**src/rtl/outlier_pkg.sv**
```systemverilog
// Shared types and widths for the outlier-detection datapath; no logic.
package outlier_pkg;
    localparam int COORD_W_DEF = 16;
    localparam int ROM_WORD_W  = 2 * COORD_W_DEF;

    typedef enum logic [1:0] {
        IDLE    = 2'd0,
        WAIT    = 2'd1,
        CAPTURE = 2'd2,
        HALT    = 2'd3
    } fetch_state_t;
endpackage

```
**src/rtl/sync_edge_detect.sv**
```systemverilog
// Two-flop synchronizer plus a third flop; rise_o pulses for one clk on a synchronized rising edge.
// Latency: input high at edge N gives rise_o high in the cycle after edge N+1; no backpressure.
module sync_edge_detect (
    input  logic clk_i,
    input  logic reset_i,
    input  logic async_i,
    output logic rise_o
);
    logic s1_q, s2_q, s3_q;

    always_ff @(posedge clk_i) begin
        if (reset_i) begin
            s1_q <= 1'b0;
            s2_q <= 1'b0;
            s3_q <= 1'b0;
        end else begin
            s1_q <= async_i;
            s2_q <= s1_q;
            s3_q <= s2_q;
        end
    end

    assign rise_o = s2_q & ~s3_q;
endmodule

```
**src/rtl/point_fetch.sv**
```systemverilog
// Sequences one ROM read per new_number edge and presents x/y with a one-cycle point_valid strobe.
// Latency: request edge to strobe is ROM_LAT+3 clks; one request queues while busy, further ones count as drops.
module point_fetch
    import outlier_pkg::*;
#(
    parameter int ADDR_W     = 8,
    parameter int NUM_POINTS = 256,
    parameter int ROM_LAT    = 1,
    parameter int COORD_W    = COORD_W_DEF,
    parameter int WRAP       = 1
) (
    input  logic                 clk_i,
    input  logic                 reset_i,
    input  logic                 new_number_i,
    output logic [ADDR_W-1:0]    rom_addr_o,
    input  logic [2*COORD_W-1:0] rom_dout_i,
    output logic [COORD_W-1:0]   x_coord_o,
    output logic [COORD_W-1:0]   y_coord_o,
    output logic                 point_valid_o,
    output logic [ADDR_W-1:0]    point_index_o,
    output logic                 busy_o,
    output logic                 pass_done_o,
    output logic [7:0]           drop_count_o
);
    localparam logic [ADDR_W-1:0] LAST_ADDR = ADDR_W'(NUM_POINTS - 1);
    localparam logic [1:0]        WAIT_LAST = 2'(ROM_LAT - 1);

    fetch_state_t        state_q, state_d;
    logic [1:0]          wait_cnt_q, wait_cnt_d;
    logic                pending_q, pending_d;
    logic [ADDR_W-1:0]   rom_addr_q, rom_addr_d;
    logic [ADDR_W-1:0]   point_index_q, point_index_d;
    logic [COORD_W-1:0]  x_q, x_d, y_q, y_d;
    logic                pv_q, pv_d;
    logic                pass_done_q, pass_done_d;
    logic [7:0]          drop_q, drop_d;
    logic                req, at_last, busy, halting;

    sync_edge_detect u_sync (
        .clk_i   (clk_i),
        .reset_i (reset_i),
        .async_i (new_number_i),
        .rise_o  (req)
    );

    assign at_last = (rom_addr_q == LAST_ADDR);
    assign busy    = (state_q == WAIT) || (state_q == CAPTURE);
    assign halting = (state_q == CAPTURE) && at_last && (WRAP == 0);

    always_comb begin
        state_d       = state_q;
        wait_cnt_d    = wait_cnt_q;
        pending_d     = pending_q;
        rom_addr_d    = rom_addr_q;
        point_index_d = point_index_q;
        x_d           = x_q;
        y_d           = y_q;
        pv_d          = 1'b0;
        pass_done_d   = pass_done_q;
        drop_d        = drop_q;

        // A request during a fetch queues once; any more are dropped, except on the final halting capture.
        if (req && busy && !halting) begin
            if (!pending_q)
                pending_d = 1'b1;
            else if (drop_q != 8'hFF)
                drop_d = drop_q + 8'd1;
        end

        case (state_q)
            IDLE: begin
                if (req || pending_q) begin
                    state_d    = WAIT;
                    wait_cnt_d = 2'd0;
                    pending_d  = req && pending_q;
                end
            end
            WAIT: begin
                if (wait_cnt_q == WAIT_LAST)
                    state_d = CAPTURE;
                else
                    wait_cnt_d = wait_cnt_q + 2'd1;
            end
            CAPTURE: begin
                x_d           = rom_dout_i[2*COORD_W-1:COORD_W];
                y_d           = rom_dout_i[COORD_W-1:0];
                point_index_d = rom_addr_q;
                pv_d          = 1'b1;
                pass_done_d   = at_last;
                rom_addr_d    = (at_last && WRAP != 0) ? '0 : rom_addr_q + ADDR_W'(1);
                if (halting) begin
                    state_d   = HALT;
                    pending_d = 1'b0;
                end else begin
                    state_d = IDLE;
                end
            end
            HALT:    state_d = HALT;
            default: state_d = IDLE;
        endcase
    end

    always_ff @(posedge clk_i) begin
        if (reset_i) begin
            state_q       <= IDLE;
            wait_cnt_q    <= 2'd0;
            pending_q     <= 1'b0;
            rom_addr_q    <= '0;
            point_index_q <= '0;
            x_q           <= '0;
            y_q           <= '0;
            pv_q          <= 1'b0;
            pass_done_q   <= 1'b0;
            drop_q        <= 8'd0;
        end else begin
            state_q       <= state_d;
            wait_cnt_q    <= wait_cnt_d;
            pending_q     <= pending_d;
            rom_addr_q    <= rom_addr_d;
            point_index_q <= point_index_d;
            x_q           <= x_d;
            y_q           <= y_d;
            pv_q          <= pv_d;
            pass_done_q   <= pass_done_d;
            drop_q        <= drop_d;
        end
    end

    assign rom_addr_o    = rom_addr_q;
    assign x_coord_o     = x_q;
    assign y_coord_o     = y_q;
    assign point_valid_o = pv_q;
    assign point_index_o = point_index_q;
    assign busy_o        = busy;
    assign pass_done_o   = pass_done_q;
    assign drop_count_o  = drop_q;
endmodule
```
**config.mk**
```make
export PLATFORM = sky130hd
export DESIGN_NAME = point_fetch
export DESIGN_NICKNAME = d
export VERILOG_FILES = /design/src/rtl/outlier_pkg.sv /design/src/rtl/sync_edge_detect.sv /design/src/rtl/point_fetch.sv
export SDC_FILE = /design/constraint.sdc
export NUM_CORES = 1
export LEC_CHECK = 0
export CORE_ASPECT_RATIO = 0.9
export CORE_MARGIN = 1.5
export CORE_UTILIZATION = 46
export CTS_BUF_LIST = sky130_fd_sc_hd__clkbuf_8
export CTS_CLUSTER_DIAMETER = 100
export DETAILED_ROUTE_END_ITERATION = 12
export GPL_TIMING_DRIVEN = 0
export PLACE_DENSITY = 0.82
export SYNTH_ARGS = -nofsm -noshare
export SYNTH_HDL_FRONTEND = slang
export SYNTH_SLANG_ARGS = --single-unit
```
**constraint.sdc**
```tcl
create_clock -name clk_i -period 1.85 [get_ports clk_i]
set_input_delay 0.4625 -clock clk_i [delete_from_list [all_inputs] [get_ports clk_i]]
set_output_delay 0.4625 -clock clk_i [all_outputs]
set_load 0.01 [all_outputs]
```
# ---- Yosys cells after proc, flatten, opt, wreduce, memory -nomap -nowiden
# Cells that the tools add are included.
dict set report totals {
  reg_bits 66
  input_bits 35
  out_inout_bits 59
  wordCells 47
}
dict set report op_classes {
  add_sub_neg 3
  n_eq_ne 8
  n_mux 11
  n_bitwise 2
  n_reduce_logical 10
}
# operator count
set ops {}
lappend ops {{$add A8 B1 Y8 const B} 2}
lappend ops {{$eq A8 B8 Y1 const B} 1}
lappend ops {{$mux W2} 4}
lappend ops {{$mux W8} 1}
lappend ops {{$ne A8 B8 Y1 const B} 1}
lappend ops {{$pmux W2 S4} 1}
lappend ops {{$reduce_and A3 Y1} 2}
lappend ops {{$eq A2 B2 Y1 const B} 2}
lappend ops {{$logic_not A2 Y1} 2}
lappend ops {{$mux W1} 4}
lappend ops {{$ne A2 B2 Y1 const B} 2}
lappend ops {{$pmux W2 S2} 1}
lappend ops {{$add A2 B1 Y2 const B} 1}
lappend ops {{$eq A2 B1 Y1 const B} 1}
lappend ops {{$logic_and A1 B1 Y1} 2}
lappend ops {{$logic_or A1 B1 Y1} 2}
lappend ops {{$ne A2 B1 Y1 const B} 1}
lappend ops {{$reduce_and A2 Y1} 1}
lappend ops {{$reduce_bool A2 Y1} 1}
lappend ops {{$and A1 B1 Y1} 1}
lappend ops {{$not A1 Y1} 1}

# ---- Logic depth before layout (Yosys ltp)
dict set report depth {
  depth_word 6
  ltp_mapped 7
  ltp_nobuf 6
}

# ---- By module
# From an unflattened synthesis, not the netlist that was laid out.
dict set report hier_totals {
  hier_cells 257
  hier_area_um2 2580.0
}
# mod n_inst cells_per_inst area_each_um2 seq_area_each_um2
set modules_own_cells {}
lappend modules_own_cells {point_fetch 1 250 2492.4 1261.2}
lappend modules_own_cells {sync_edge_detect 1 7 87.6 60.1}

# ---- Worst setup path after synthesis
# No wires, ideal clock.
dict set report synth_path {
  kind {register to register}
  start {reg state_q[0]}
  end {reg drop_q[5], in the netlist drop_count_o[5]}
  setup_time_ns 0.070
  arrival_time_ns 1.639
  t_required_ns 1.780
  slack_ns 0.140
  path_stages_with_launch 7
  n_path_buf 0
  synth_period_minus_slack_ns 1.710
  cell_sequence {dfxtp_1 > inv_1 > ha_1 > and4b_4 > o211ai_4 > or3_1 > a21oi_1}
}
dict set report synth_via {
  elab_chain_len 4
  elab_cells_between_ends 5
  cone_classes {2 x eq/ne; 3 x reduce/logical}
}
# element line_no
set synth_lines {}
lappend synth_lines {{from (decl)} point_fetch.sv:28} ;# fetch_state_t state_q, state_d;
lappend synth_lines {{from (signal assigned)} point_fetch.sv:116} ;# state_q <= state_d;
lappend synth_lines {{$eq A2 B1 Y1 / $eq A2 B2 Y1 (equally long branches)} point_fetch.sv:47} ;# assign busy = (state_q == WAIT) || (state_q == CAPTURE);
lappend synth_lines {{$logic_or A1 B1 Y1 *} point_fetch.sv:47}
lappend synth_lines {{named net busy_o} point_fetch.sv:21} ;# output logic busy_o,
lappend synth_lines {{$logic_and A1 B1 Y1 *} point_fetch.sv:63} ;# if (req && busy && !halting) begin
lappend synth_lines {{$reduce_and A3 Y1 (no source line) *} --}
lappend synth_lines {{to (signal assigned)} point_fetch.sv:125} ;# drop_q <= drop_d;
lappend synth_lines {{to (decl)} point_fetch.sv:36} ;# logic [7:0] drop_q, drop_d;
# Mark *: on every way through the listed nets, which the timed path passes. The rest lies on a longest branch.
# A chain may end at the register's enable or synchronous reset.

# ---- Worst setup path after layout
dict set report layout_path {
  start {reg drop_q[6], in the netlist drop_count_o[6]}
  end {out drop_count_o[6]}
}
# element line_no
set layout_rtl {}
lappend layout_rtl {{to (decl)} point_fetch.sv:23} ;# output logic [7:0] drop_count_o
# No word-level cell between the ends.

==> results.cfg <==
[outcome]
status = completed

[grt]
overflow = 0
antenna_found_initial = 0
grt_max_degree = 11
track_usage = 0.207
grt_pass1_wl_mm = 9.60
grt_pass1_vias = 2133

[placement]
pre_cts_ws_ps = -3.41
gp_congestion = 0.731
dpl_cell_area_um2 = 3600
port_buffers = 92
dp.cells = 418
dp_hpwl_mm = 4.05

[yosys]
synth_area_leaders = dfxtp_1 (51%), mux2i_1 (17%), nor2_1 (8.8%)
syn-cell-area_um2 = 2600
synth_compound_area_frac = 0.0545
synthMuxAreaShare = 0.166
ys_types = 37
synth-main-ff-cell = dfxtp_1
synth_nets = 302
synth_top_cell_area_share = 0.509
synth_top_area_cell = dfxtp_1
yosys.area_share.simple = 0.165
synth_xor_area_frac = 0.0371
synth_edf_count = 0
ys_seq_area_frac = 0.509
synth_top_family_by_area = multiplexers
post_synth.cell_area_avg_um2 = 10.0
syn_inst = 259
synth_warnings = 0
ys_ff_latch = 66
synthAdderAreaFrac = 0.0386
async_reset_ff_frac = 0

[sta]
period_share = 0.960
final-max-slew-violation-count = 0
timing.hold.ws_ps = 458
worstMarginPinSlew_ps = 511
slew_headroom = 0.659
fmax_mhz = 563
setup_tns_ps = 0
postLayoutSetupSlackWorst_ps = 73.8
skew_ps = 11.2
setup_viol = 0
hold_viol = 0
period_needed_ps = 1780
grt_setup_unrepaired = no

[cts]
numCtsBuffers = 9
clockBufferDepth = 2
hold_buffers = 0
cts_tree = done
htree_levels = 3
ctsRootBufferMaster = clkbuf_8
numClockSinks = 66
clk_pin_slew_ps = 70
postCtsSetupBuffers = 0
clk_latency_ps = 330

[power_and_ir_drop]
seqPwrFrac = 0.486
power_frac_comb = 0.104
power_switching_mw = 0.676
p_int_mw = 2.34
ir_drop_mv = 0.669
clkPwrFrac = 0.410
switching_share = 0.224
power.total_mw = 3.01
power.leakage_nw = 1.38
powerDensity_nw_per_um2 = 787

[worst_hold_path]
min_path_type = flop to flop

[critical_path]
crit_path_max_incr_delay_ps = 570
cp-start-kind = flop
path_class = flop to primary output
endpoint_kind = primary output
cp.required_ps = 1390
path_delay_family = buffers and inverters
crit_arrival_ps = 1310
regToRegSetupSlack_ps = 120
path_max_fanout = 5
slowest_stage = clkdlybuf4s50_1
crit_chain = clkdlybuf4s50_1
critical_path_buf_inv_count = 1

[routing]
routed_wl_mm = 5.87
via_per_inst = 5.00
detail-route-antenna-nets = 0
dr.pass1.iters = 4
drtIter0Drc = 46
drc = 0
vias = 2166
wire_per_inst_um = 13.6

[final_layout]
post-route-util = 0.716
num-fill-cells = 396
layout.nets = 405
drive_gt1_frac = 0.0984
fin_area_um2 = 3830
diodes = 0
final_cells = 433
area_delta_synth_final_pct = 47.6

[run]
maxCapViolations = 0

[die]
rows = 25
die_height_um = 74.3
boundaryPins = 94
core-area_um2 = 5350
dieArea_um2 = 6100
die_w_um = 82.2
start_util = 0.485
## routing by layer
metal,part of all wire,vias up,GRT usage
li1,-,1076,-
met1,0.43,1025,0.239
met2,0.49,56,0.334
met3,0.074,9,0.0994
met4,0.0097,0,0.0772
met5,0,-,0
## worst paths after layout
check | startpoint | to | cells after the start
setup / recovery | drop_count_o[6] | drop_count_o[6] | 1
setup reg to reg | state_q[0] | y_coord_o[5] | 6
hold / removal | wait_cnt_q[1] | wait_cnt_q[1] | 2
hold reg to reg | wait_cnt_q[1] | wait_cnt_q[1] | 2
## registers in the layout (all words and copies together) (netlist names), 2 cells and up
name,cells
state_q,2
drop_count_o,8
y_coord_o,16
point_index_o,8
x_coord_o,16
wait_cnt_q,2
rom_addr_o,8
## logic make-up (layout without fill, tap and decap cells)
| kind of cell | after synthesis | in the layout |
|---|---|---|
| AO/OA/AOI/OAI | 18 | 18 |
| buffers and inverters | 19 | 126 |
| AND/OR/NAND/NOR | 94 | 94 |
| multiplexers | 43 | 43 |
| adder cells (fa/ha/maj) | 8 | 8 |
| XOR/XNOR | 11 | 11 |
| flip-flops | 66 | 66 |
## synthesized netlist by cell type, types with 2 or more instances
library cell,count
xor2_1,5
nor3_1,4
nand2_1,8
nand4_1,4
mux2i_1,43
o21ai_0,2
dfxtp_1,66
inv_1,7
nor2b_1,4
ha_1,8
a21oi_1,5
buf_2,5
nand3_1,3
xnor2_1,6
nor2_1,61
clkbuf_1,7
## power by group through the flow
stage          clock network, mW  registers (mW)  logic (mW)
2_1_floorplan                  0            1.50       0.154
3_3_place_gp                   0            1.50       0.298
3_5_place_dp                   0            1.50       0.305
4_1_cts                     1.27            1.47       0.316
5_1_grt                     1.32            1.47       0.345
6_report                    1.24            1.47       0.313
## repair_timing
item | in CTS | in global routing
cloned | 0 | 0
gates resized for setup | 6 | 10
endpoints found under the setup margin | 3 | 9
## layout by cell type (no fill, tap or decap), types with 5 or more instances in the layout
cell / synthesis / final
a21oi_1: 5 / 5
nand2_1: 8 / 8
clkbuf_1: 7 / 7
dfxtp_2: 0 / 10
clkdlybuf4s50_1: 0 / 90
ha_1: 8 / 7
buf_2: 5 / 5
mux2i_1: 43 / 43
clkbuf_8: 0 / 12
xor2_1: 5 / 5
dfxtp_1: 66 / 56
xnor2_1: 6 / 6
nor2_1: 61 / 61
inv_1: 7 / 8
## cell type report
type / instances / area (um2) / area share
tap: 67 / 83.8 / 0.0219
multi-input combinational: 174 / 1210 / 0.317
clock buffer: 12 / 165 / 0.0431
inverter: 7 / 26.3 / 0.00686
sequential: 66 / 1330 / 0.348
timing repair buffer: 92 / 918 / 0.240
clock inverter: 3 / 38.8 / 0.0101
buffer: 12 / 51.3 / 0.0134
No activity file was read; power rests on OpenSTA's default activity.
